### src/rtl/rv32_pkg.sv
// -----------------------------------------------------------------------------
// rv32_pkg
// Shared types and constants for the RV32 core pipeline.
//   XLEN      : datapath width
//   REG_AW    : register index width
//   alu_op_e  : 3-bit ALU function select
//   id_ex_t   : fields registered by the ID/EX stage
//   producer_hit : true when a valid, writing producer targets a given index
// -----------------------------------------------------------------------------
package rv32_pkg;

    localparam int XLEN   = 32;
    localparam int REG_AW = 5;

    typedef enum logic [2:0] {
        ADD_SUB = 3'd0,
        SLL     = 3'd1,
        SLT     = 3'd2,
        SLTU    = 3'd3,
        XOR     = 3'd4,
        SRL_SRA = 3'd5,
        OR      = 3'd6,
        AND     = 3'd7
    } alu_op_e;

    typedef struct packed {
        logic [XLEN-1:0]   pc;
        alu_op_e           alu_op;
        logic              funct7;
        logic [XLEN-1:0]   operand_a;
        logic [XLEN-1:0]   operand_b;
        logic [XLEN-1:0]   store_data;
        logic [REG_AW-1:0] rd;
        logic              reg_we;
        logic              is_load;
    } id_ex_t;

    function automatic logic producer_hit(input logic              valid,
                                          input logic              reg_we,
                                          input logic [REG_AW-1:0] rd,
                                          input logic [REG_AW-1:0] rs);
        return valid && reg_we && (rd == rs);
    endfunction

endpackage

### src/rtl/id_ex_hazard_fwd.sv
// -----------------------------------------------------------------------------
// id_ex_hazard_fwd
// Combinational operand resolution and hazard detection for the ID/EX stage.
// Configuration macro: FORWARDING_EN
//   defined   : forward from EX > MEM > WB, stall only on load-use
//   undefined : no forwarding, stall on any used nonzero source that matches
//               a valid writing producer in EX, MEM or WB
// Ports:
//   id_rs1/2, id_rs1/2_used, id_rs1/2_data : decoded sources and RF read data
//   ex_valid/ex_reg_we/ex_is_load/ex_rd     : instruction held in the stage
//   ex_result                               : ALU result of the held instruction
//   mem_*/wb_*                              : downstream producers
//   fwd_rs1/2                               : resolved source values
//   hazard                                  : capture must be refused this cycle
// -----------------------------------------------------------------------------
module id_ex_hazard_fwd
    import rv32_pkg::*;
(
    input  logic [REG_AW-1:0] id_rs1,
    input  logic [REG_AW-1:0] id_rs2,
    input  logic              id_rs1_used,
    input  logic              id_rs2_used,
    input  logic [XLEN-1:0]   id_rs1_data,
    input  logic [XLEN-1:0]   id_rs2_data,
    input  logic              ex_valid,
    input  logic              ex_reg_we,
    input  logic              ex_is_load,
    input  logic [REG_AW-1:0] ex_rd,
    input  logic [XLEN-1:0]   ex_result,
    input  logic              mem_valid,
    input  logic              mem_reg_we,
    input  logic [REG_AW-1:0] mem_rd,
    input  logic [XLEN-1:0]   mem_data,
    input  logic              wb_valid,
    input  logic              wb_reg_we,
    input  logic [REG_AW-1:0] wb_rd,
    input  logic [XLEN-1:0]   wb_data,
    output logic [XLEN-1:0]   fwd_rs1,
    output logic [XLEN-1:0]   fwd_rs2,
    output logic              hazard
);

    // Match vectors ordered {wb, mem, ex}; bit 0 has the highest priority.
    logic [2:0] hit1;
    logic [2:0] hit2;

    assign hit1 = {producer_hit(wb_valid,  wb_reg_we,  wb_rd,  id_rs1),
                   producer_hit(mem_valid, mem_reg_we, mem_rd, id_rs1),
                   producer_hit(ex_valid,  ex_reg_we,  ex_rd,  id_rs1)};
    assign hit2 = {producer_hit(wb_valid,  wb_reg_we,  wb_rd,  id_rs2),
                   producer_hit(mem_valid, mem_reg_we, mem_rd, id_rs2),
                   producer_hit(ex_valid,  ex_reg_we,  ex_rd,  id_rs2)};

`ifdef FORWARDING_EN

    always_comb begin
        // NOTE: every output gets a default before the priority chain so no
        // path leaves it unassigned, which would otherwise infer a latch.
        fwd_rs1 = id_rs1_data;
        fwd_rs2 = id_rs2_data;

        if (id_rs1 == '0)  fwd_rs1 = '0;
        else if (hit1[0])  fwd_rs1 = ex_result;
        else if (hit1[1])  fwd_rs1 = mem_data;
        else if (hit1[2])  fwd_rs1 = wb_data;

        if (id_rs2 == '0)  fwd_rs2 = '0;
        else if (hit2[0])  fwd_rs2 = ex_result;
        else if (hit2[1])  fwd_rs2 = mem_data;
        else if (hit2[2])  fwd_rs2 = wb_data;
    end

    // A load's value only exists once it reaches MEM, so the consumer waits
    // one cycle and then picks it up from mem_data.
    assign hazard = ex_valid && ex_is_load && (ex_rd != '0) &&
                    ((id_rs1_used && (id_rs1 == ex_rd)) ||
                     (id_rs2_used && (id_rs2 == ex_rd)));

`else

    assign fwd_rs1 = (id_rs1 == '0) ? '0 : id_rs1_data;
    assign fwd_rs2 = (id_rs2 == '0) ? '0 : id_rs2_data;

    // The register file is not write-through, so a pending WB write blocks
    // the read just like EX and MEM do.
    assign hazard = (id_rs1_used && (id_rs1 != '0) && (|hit1)) ||
                    (id_rs2_used && (id_rs2 != '0) && (|hit2));

    // Producer data and load flag only matter when forwarding is built in.
    logic unused_fwd_inputs;
    assign unused_fwd_inputs = ^{ex_result, mem_data, wb_data, ex_is_load};

`endif

endmodule

### src/rtl/id_ex_stage.sv
// -----------------------------------------------------------------------------
// id_ex_stage
// ID/EX pipeline register feeding the combinational ALU. Holds one
// instruction, resolves RAW hazards (forward or stall) and registers the final
// ALU operands plus the control fields carried on to MEM.
// Configuration macro: FORWARDING_EN (see id_ex_hazard_fwd).
// Ports:
//   clk, rst_n (synchronous, active low), flush (drop held instruction)
//   id_valid/id_ready + id_* : decode-side handshake and instruction fields
//   ex_result                : ALU output for the held instruction
//   mem_*, wb_*              : downstream producers for forwarding/hazards
//   ex_valid/ex_ready + ex_* : registered outputs to the ALU and MEM
// -----------------------------------------------------------------------------
module id_ex_stage
    import rv32_pkg::*;
(
    input  logic              clk,
    input  logic              rst_n,
    input  logic              flush,
    input  logic              id_valid,
    output logic              id_ready,
    input  logic [XLEN-1:0]   id_pc,
    input  logic [REG_AW-1:0] id_rs1,
    input  logic [REG_AW-1:0] id_rs2,
    input  logic [REG_AW-1:0] id_rd,
    input  logic              id_rs1_used,
    input  logic              id_rs2_used,
    input  logic [XLEN-1:0]   id_rs1_data,
    input  logic [XLEN-1:0]   id_rs2_data,
    input  logic [XLEN-1:0]   id_imm,
    input  logic              id_use_pc,
    input  logic              id_use_imm,
    input  logic [2:0]        id_alu_op,
    input  logic              id_funct7,
    input  logic              id_reg_we,
    input  logic              id_is_load,
    input  logic [XLEN-1:0]   ex_result,
    input  logic              mem_valid,
    input  logic              mem_reg_we,
    input  logic [REG_AW-1:0] mem_rd,
    input  logic [XLEN-1:0]   mem_data,
    input  logic              wb_valid,
    input  logic              wb_reg_we,
    input  logic [REG_AW-1:0] wb_rd,
    input  logic [XLEN-1:0]   wb_data,
    output logic              ex_valid,
    input  logic              ex_ready,
    output logic [XLEN-1:0]   ex_pc,
    output logic [2:0]        ex_alu_op,
    output logic              ex_funct7,
    output logic [XLEN-1:0]   ex_operand_a,
    output logic [XLEN-1:0]   ex_operand_b,
    output logic [XLEN-1:0]   ex_store_data,
    output logic [REG_AW-1:0] ex_rd,
    output logic              ex_reg_we,
    output logic              ex_is_load
);

    id_ex_t          ex_q;
    id_ex_t          ex_d;
    logic [XLEN-1:0] fwd_rs1;
    logic [XLEN-1:0] fwd_rs2;
    logic            hazard;
    logic            slot_free;

    id_ex_hazard_fwd u_hazard_fwd (
        .id_rs1      (id_rs1),
        .id_rs2      (id_rs2),
        .id_rs1_used (id_rs1_used),
        .id_rs2_used (id_rs2_used),
        .id_rs1_data (id_rs1_data),
        .id_rs2_data (id_rs2_data),
        .ex_valid    (ex_valid),
        .ex_reg_we   (ex_q.reg_we),
        .ex_is_load  (ex_q.is_load),
        .ex_rd       (ex_q.rd),
        .ex_result   (ex_result),
        .mem_valid   (mem_valid),
        .mem_reg_we  (mem_reg_we),
        .mem_rd      (mem_rd),
        .mem_data    (mem_data),
        .wb_valid    (wb_valid),
        .wb_reg_we   (wb_reg_we),
        .wb_rd       (wb_rd),
        .wb_data     (wb_data),
        .fwd_rs1     (fwd_rs1),
        .fwd_rs2     (fwd_rs2),
        .hazard      (hazard)
    );

    // The slot can take a new instruction when empty or draining this cycle.
    assign slot_free = !ex_valid || ex_ready;
    assign id_ready  = slot_free && !hazard && !flush;

    always_comb begin
        ex_d.pc         = id_pc;
        ex_d.alu_op     = alu_op_e'(id_alu_op);
        ex_d.funct7     = id_funct7;
        ex_d.operand_a  = id_use_pc  ? id_pc  : fwd_rs1;
        ex_d.operand_b  = id_use_imm ? id_imm : fwd_rs2;
        ex_d.store_data = fwd_rs2;
        ex_d.rd         = id_rd;
        ex_d.reg_we     = id_reg_we;
        ex_d.is_load    = id_is_load;
    end

    // NOTE: state registers use non-blocking assignments so every flop samples
    // pre-edge values, independent of statement or process ordering.
    always_ff @(posedge clk) begin
        if (!rst_n) begin
            ex_valid <= 1'b0;
            ex_q     <= '0;
        end else if (flush) begin
            ex_valid <= 1'b0;
        end else if (id_valid && id_ready) begin
            ex_valid <= 1'b1;
            ex_q     <= ex_d;
        end else if (ex_valid && ex_ready) begin
            // Drained with nothing to replace it: bubble, fields hold.
            ex_valid <= 1'b0;
        end
    end

    assign ex_pc         = ex_q.pc;
    assign ex_alu_op     = ex_q.alu_op;
    assign ex_funct7     = ex_q.funct7;
    assign ex_operand_a  = ex_q.operand_a;
    assign ex_operand_b  = ex_q.operand_b;
    assign ex_store_data = ex_q.store_data;
    assign ex_rd         = ex_q.rd;
    assign ex_reg_we     = ex_q.reg_we;
    assign ex_is_load    = ex_q.is_load;

endmodule
### config.mk
export PLATFORM = sky130hd
export DESIGN_NAME = id_ex_stage
export DESIGN_NICKNAME = d
export VERILOG_FILES = /design/src/rtl/rv32_pkg.sv /design/src/rtl/id_ex_hazard_fwd.sv /design/src/rtl/id_ex_stage.sv
export SDC_FILE = /design/constraint.sdc
export NUM_CORES = 1
export LEC_CHECK = 0
export CORE_AREA = 3 3 157 159
export DETAILED_ROUTE_END_ITERATION = 8
export DIE_AREA = 0 0 160 162
export GPL_TIMING_DRIVEN = 0
export PLACE_DENSITY = 0.67
export SYNTH_ARGS = -nofsm -noshare
export SYNTH_HDL_FRONTEND = slang
export SYNTH_HIERARCHICAL = 1
export SYNTH_SLANG_ARGS = --single-unit
### constraint.sdc
create_clock -name clk -period 3.2 [get_ports clk]
set_input_delay 0.64 -clock clk [delete_from_list [all_inputs] [get_ports clk]]
set_output_delay 0.64 -clock clk [all_outputs]
set_load 0.005 [all_outputs]
* Word level (Yosys, flattened, before mapping)
Index checks and enable logic that the tools add are counted.
Word-level totals: flip-flop bits (word level) 140, input port bits 268, output and inout port bits 141
Operators by class: eq/ne operators 6, bitwise logic cells 2, reduce and logical (&&, ||, !) cells 31, muxes and demuxes 6
Operators by type and width (count):
- 32-bit two-way mux | 4
- 5-bit == test | 6
- 1-bit logical AND | 17
- 5-bit zero test | 2
- 5-bit nonzero test | 2
- 3-bit OR reduction | 2
- 1-bit zero test | 3
- 1-bit logical OR | 2
- 1-bit two-way mux | 2
- 1-bit NOT | 2
- 2-bit AND reduction | 1
- 2-bit nonzero test | 1
- 2-bit OR reduction | 1

* Depth between registers and ports, before layout
word-level depth 10, depth in mapped cells 9, depth with buffers taken out 7

* Modules after synthesis
Netlist, hierarchy kept.
By module, submodules not included:
- id_ex_stage | times used 1, sequential area each 2802.7 µm², area an instance 6358.6 µm², cells each 681
- id_ex_hazard_fwd | times used 1, sequential area each 0.0 µm², area an instance 868.3 µm², cells each 121

* Least setup slack after synthesis
Ideal clock, no wire load.
path type input-to-reg, start in id_rs2[0], end reg ex_q, in the netlist ex_operand_a[0], data arrival time 2568 ps, cell stages on the path 8, slack 513 ps, data required time 3082 ps, buffers on the path 2, cell sequence or4_4 nor2_4 inv_2 a31o_1 or4b_4 buf_6 buf_12 mux2i_1
Between the ends: cells in the longest elaborated chain, start to end 10
Ends and longest elaborated chain:
- start: declaration | line id_ex_stage.sv:24 | input logic [REG_AW-1:0] id_rs2,
- 5-bit == test | line rv32_pkg.sv:42 | return valid && reg_we && (rd == rs);
- 1-bit logical AND | line rv32_pkg.sv:42
- 3-bit OR reduction | line id_ex_hazard_fwd.sv:87 | (id_rs2_used && (id_rs2 != '0) && (|hit2));
- 1-bit logical AND * | line id_ex_hazard_fwd.sv:87
- 1-bit logical OR * | line id_ex_hazard_fwd.sv:86 | assign hazard = (id_rs1_used && (id_rs1 != '0) && (|hit1)) ||
- net hazard | line id_ex_stage.sv:63 | logic hazard;
- 1-bit zero test * | line id_ex_stage.sv:93 | assign id_ready = slot_free && !hazard && !flush;
- 1-bit logical AND * (2 in a row) | line id_ex_stage.sv:93
- 1-bit logical AND * | line id_ex_stage.sv:115 | end else if (id_valid && id_ready) begin
- 2-bit AND reduction (no source line) *
- end signal: assignment | line id_ex_stage.sv:112 | ex_q <= '0;
- end signal: assignment | line id_ex_stage.sv:117 | ex_q <= ex_d;
- end: declaration | line id_ex_stage.sv:59 | id_ex_t ex_q;
Mark *: on every way through the listed nets, which the timed path passes. The rest lies on a longest branch. A chain may end at the register's enable or synchronous reset.

* Worst setup path in the final report
start in mem_rd[2], end out id_ready
Between the ends: cells in the longest elaborated chain, start to end 8
Ends and longest elaborated chain:
- start: declaration | line id_ex_stage.sv:40 | input logic [REG_AW-1:0] mem_rd,
- 5-bit == test | line rv32_pkg.sv:42
- 1-bit logical AND | line rv32_pkg.sv:42
- 3-bit OR reduction (on tied branches) | line id_ex_hazard_fwd.sv:86, id_ex_hazard_fwd.sv:87
- 1-bit logical AND (on tied branches) | line id_ex_hazard_fwd.sv:86, id_ex_hazard_fwd.sv:87
- 1-bit logical OR * | line id_ex_hazard_fwd.sv:86
- net hazard | line id_ex_stage.sv:63
- 1-bit zero test * | line id_ex_stage.sv:93
- 1-bit logical AND * (2 in a row) | line id_ex_stage.sv:93
- end: declaration | line id_ex_stage.sv:21 | output logic id_ready,
Marks and branches as above.

==> results.md <==
- Summed over all cells, the static leakage comes to 0.00463 uW.
- In this run the biggest area consumer among cell types represents 38.8% of the synthesized area.
- For this run, the total global-route usage over all layers was measured as 19.4%.
- The largest buffer count on any clock path is 2.
- The count of nets left with antenna violations once routing finished came out at 0.
- The total power density per cell area is 427 nW/um^2.
- Counting every net in the synthesized netlist gives 1070.
- The clock root buffer is sky130_fd_sc_hd__clkbuf_16.
- Counting flops and latches in the post-synthesis netlist gives 140.
- The number of distinct library cells after synthesis is 29.
- STA classifies the critical path endpoint as an output pin.
- The repair_antennas step left the layout with diodes totalling 0.
- In the routed layout, each cell is associated on average with a via count of 4.51.
- TritonCTS built the clock tree.
- Derived from the worst setup path, the maximum achievable clock frequency is 333 MHz.
- For the worst flop-to-flop path, the logic depth is 9.
- The overall via count from detail_route is 6594.
- The critical path's largest stage delay is 0.45 ns.
- The worst setup margin is 0.197 ns.
- Along the worst path, the maximum fanout reaches 3.
- Entering global routing, the biggest net connects 17 pins.
- The arrival time of the worst setup path is 2.36 ns.
- Dividing the detail-routed wire length by the instance count gives 17.5 microns.
- The post-place setup slack is -0.528 ns.
- The kind of launch point of the worst setup path is an input port.
- The first-pass GRT wire length is 39.5 mm.
- The total number of H-tree levels is 4.
- The number of failing hold endpoints at the final stage came to 0.
- The post-route DRC violation count is 0.
- The number of instances on the worst hold path is 2.
- The flow ran to the end, and the final reports show no timing, DRC or antenna violations.
- The last weighted congestion value of the routability-driven placer is 0.816.
- During placement, the flow inserted port buffers numbering 309.
- The mean area per synthesized cell is 9.01 sq um.
- The layout overhead on the synthesized area is 56.5%.
- The worst vdd rail ir drop is 0.289 mV.
- The core region is 23400 sq um.
- In this run the count of I/O pins placed on the die edge is 409.
- The post-synthesis sequential area ratio is 38.8%.
- The max-slew violation count is 0.
- The die footprint is 25900 sq um.
- The required time of the critical path is 2.56 ns.
- In this run, CTS created clock tree buffers numbering 17.
- The remaining global-route overflow is 0.
- Traced cell by cell, the critical path runs through clkdlybuf4s50_1 -> xor2_1 -> nor4_1 -> nand4_1 -> nand3_1 -> a31o_1 -> nor3_2 -> clkbuf_2.
- The insertion delay of the later-clocked pin in the worst-skew pair is 0.42 ns.
- The initial core utilization is 30.9%.
- The final period utilization is 93.9%.
- Setup repair after global routing left no endpoint under its margin.
- The number of detailed-route iterations in the first pass is 6.
- The number of nets at the end of the flow is 1399.
- From left edge to right edge, the die measures 160 microns.
- The slowest cell on the critical path is sky130_fd_sc_hd__clkdlybuf4s50_1.
- The clock period minus worst slack is 3.00 ns.
- The core utilization of the finished layout is 48.3%.
- Ranked by total cell area, the synthesized netlist is headed by sky130_fd_sc_hd__dfxtp_1, sky130_fd_sc_hd__mux2i_1, sky130_fd_sc_hd__nand2_1.
- The number of standard-cell rows in the floorplan is 56.
- The clock skew is 0.00893 ns.
- By startpoint and endpoint, the worst setup path is classified as input port to output pin.
- The top cell types in the final layout, fill and taps aside, are sky130_fd_sc_hd__clkdlybuf4s50_1, sky130_fd_sc_hd__nand2_1, sky130_fd_sc_hd__dfxtp_1.
- Detailed placement ended at an HPWL of 19.4 mm.
- The number of global-route vias before repair was 6853.
- In this run, the number of DRC markers left after iteration 0 of detailed routing was 299.
- The tightest hold margin is 0.456 ns.
- The die outline height is 162 microns.
- The number of buffers added to fix hold violations after cts is 0.
- The area of the mapped netlist is 7230 sq um.
- The commonest non-fill, non-tap cell in the layout is sky130_fd_sc_hd__clkdlybuf4s50_1.
- The total wire length after detailed routing is 25.6 mm.
- The final count of negative-setup-slack endpoints is 0.
- The tool flagged a number of max-cap violations equal to 0.
- The post-route netlist has 10.5% of its cells at a drive strength greater than 1.
- At the pin with the least slew margin, the transition time is 0.685 ns.
- The class of the tightest hold or removal check is register to register.
- The max-slew headroom at the worst pin is 54.3%.
- The yosys synthesis warning count is 6.
- The clock net sink count is 140.
- The number of antenna violations at the first check in global routing is 0.
- In the synthesized netlist, the number of instances is 802.
- The CTS clock-pin slew for the worst setup and hold paths is 0.06 ns.
- The library cell with the largest summed area after synthesis is sky130_fd_sc_hd__dfxtp_1.
- After routing, the total negative slack on setup checks comes to 0 ns.
-- power by group --
part           internal, uW  switching [uW]  leakage [uW]
logic                   564             385       0.00322
registers              1840            56.7       0.00115
clock network          1130             854      0.000267
total                  3530            1300       0.00463
-- final timing paths --
path | slack, ns | end | from
worst min register to register | 0.46 | ex_pc[12] | ex_pc[12]
worst max-delay path | 0.20 | id_ready | mem_rd[2]
worst max register to register | 0.72 | ex_pc[9] | ex_rd[4]
worst min-delay path | 0.46 | ex_pc[12] | ex_pc[12]
-- per-layer routing --
layer | share of wire, % | vias to the layer above | global-route usage [%]
met2 | 49 | 199 | 33.3
met3 | 6.9 | 17 | 6.38
met1 | 43 | 3098 | 23.8
met4 | 0.92 | 0 | 4.02
met5 | 0 | - | 0
li1 | - | 3280 | -
-- sequential cells by signal, indices dropped and copies added, names as in the netlist --
register       count
ex_is_load         1
ex_operand_a      32
ex_operand_b      32
ex_store_data     32
ex_reg_we          1
ex_alu_op          3
ex_valid           1
ex_pc             32
ex_funct7          1
ex_rd              5
-- what timing repair did --
action,4_1_cts,5_1_grt
resized for setup,10,5
buffers inserted,1,0
cloned,0,0
setup endpoints to repair,41,1
pin swaps,1,0
-- critical path: cells and delay by family --
| kind | cells | cell delay [ns] |
|---|---|---|
| AO/OA/AOI/OAI | 1 | 0.24 |
| XOR/XNOR | 1 | 0.18 |
| buffers and inverters | 2 | 0.57 |
| AND/OR/NAND/NOR | 4 | 0.71 |
-- synth_stat cells, drive strengths merged --
cell and n:
a31o 1, a31oi 1, buf 35, clkbuf 25
dfxtp 140, inv 2, mux2 64, mux2i 139
nand2 278, nand3 1, nand4 6, nor2 2
nor2b 65, nor3 1, nor4 6, nor4b 1
o211a 1, o21ai 1, or4 2, or4b 1
xnor2 6, xor2 24
-- final cells by class --
cell class                 count  area (sq um)
sequential                   140          2800
fill                        2344         12100
inverter                       2          7.51
tap                          319           399
multi-input combinational    600          4030
clock inverter                13           130
clock buffer                  19           453
timing repair buffer         310          3090
buffer                        60           395
-- cell families (layout without fill, tap and decap cells) --
kind of cell | after synthesis | count (layout) | share of synthesized area, %
muxes | 203 | 203 | 29.2
AOI/OAI and AO/OA | 4 | 4 | 0.416
xor gates and xnor gates | 30 | 30 | 3.64
DFF | 140 | 140 | 38.8
buffers and inverters | 62 | 404 | 5.57
and+or+nand+nor | 363 | 363 | 22.4
-- metrics by stage --
step | instances | total power [uW] | instance area, sq um
floorplan | 802 | 2340 | 7230
global placement | 1430 | 2890 | 10700
detailed placement | 1430 | 2890 | 10700
CTS | 1463 | 4890 | 11300
global route | 1463 | 5040 | 11300
finish | 1463 | 4830 | 11300
Note: power is estimated with default switching activity, not from simulation.
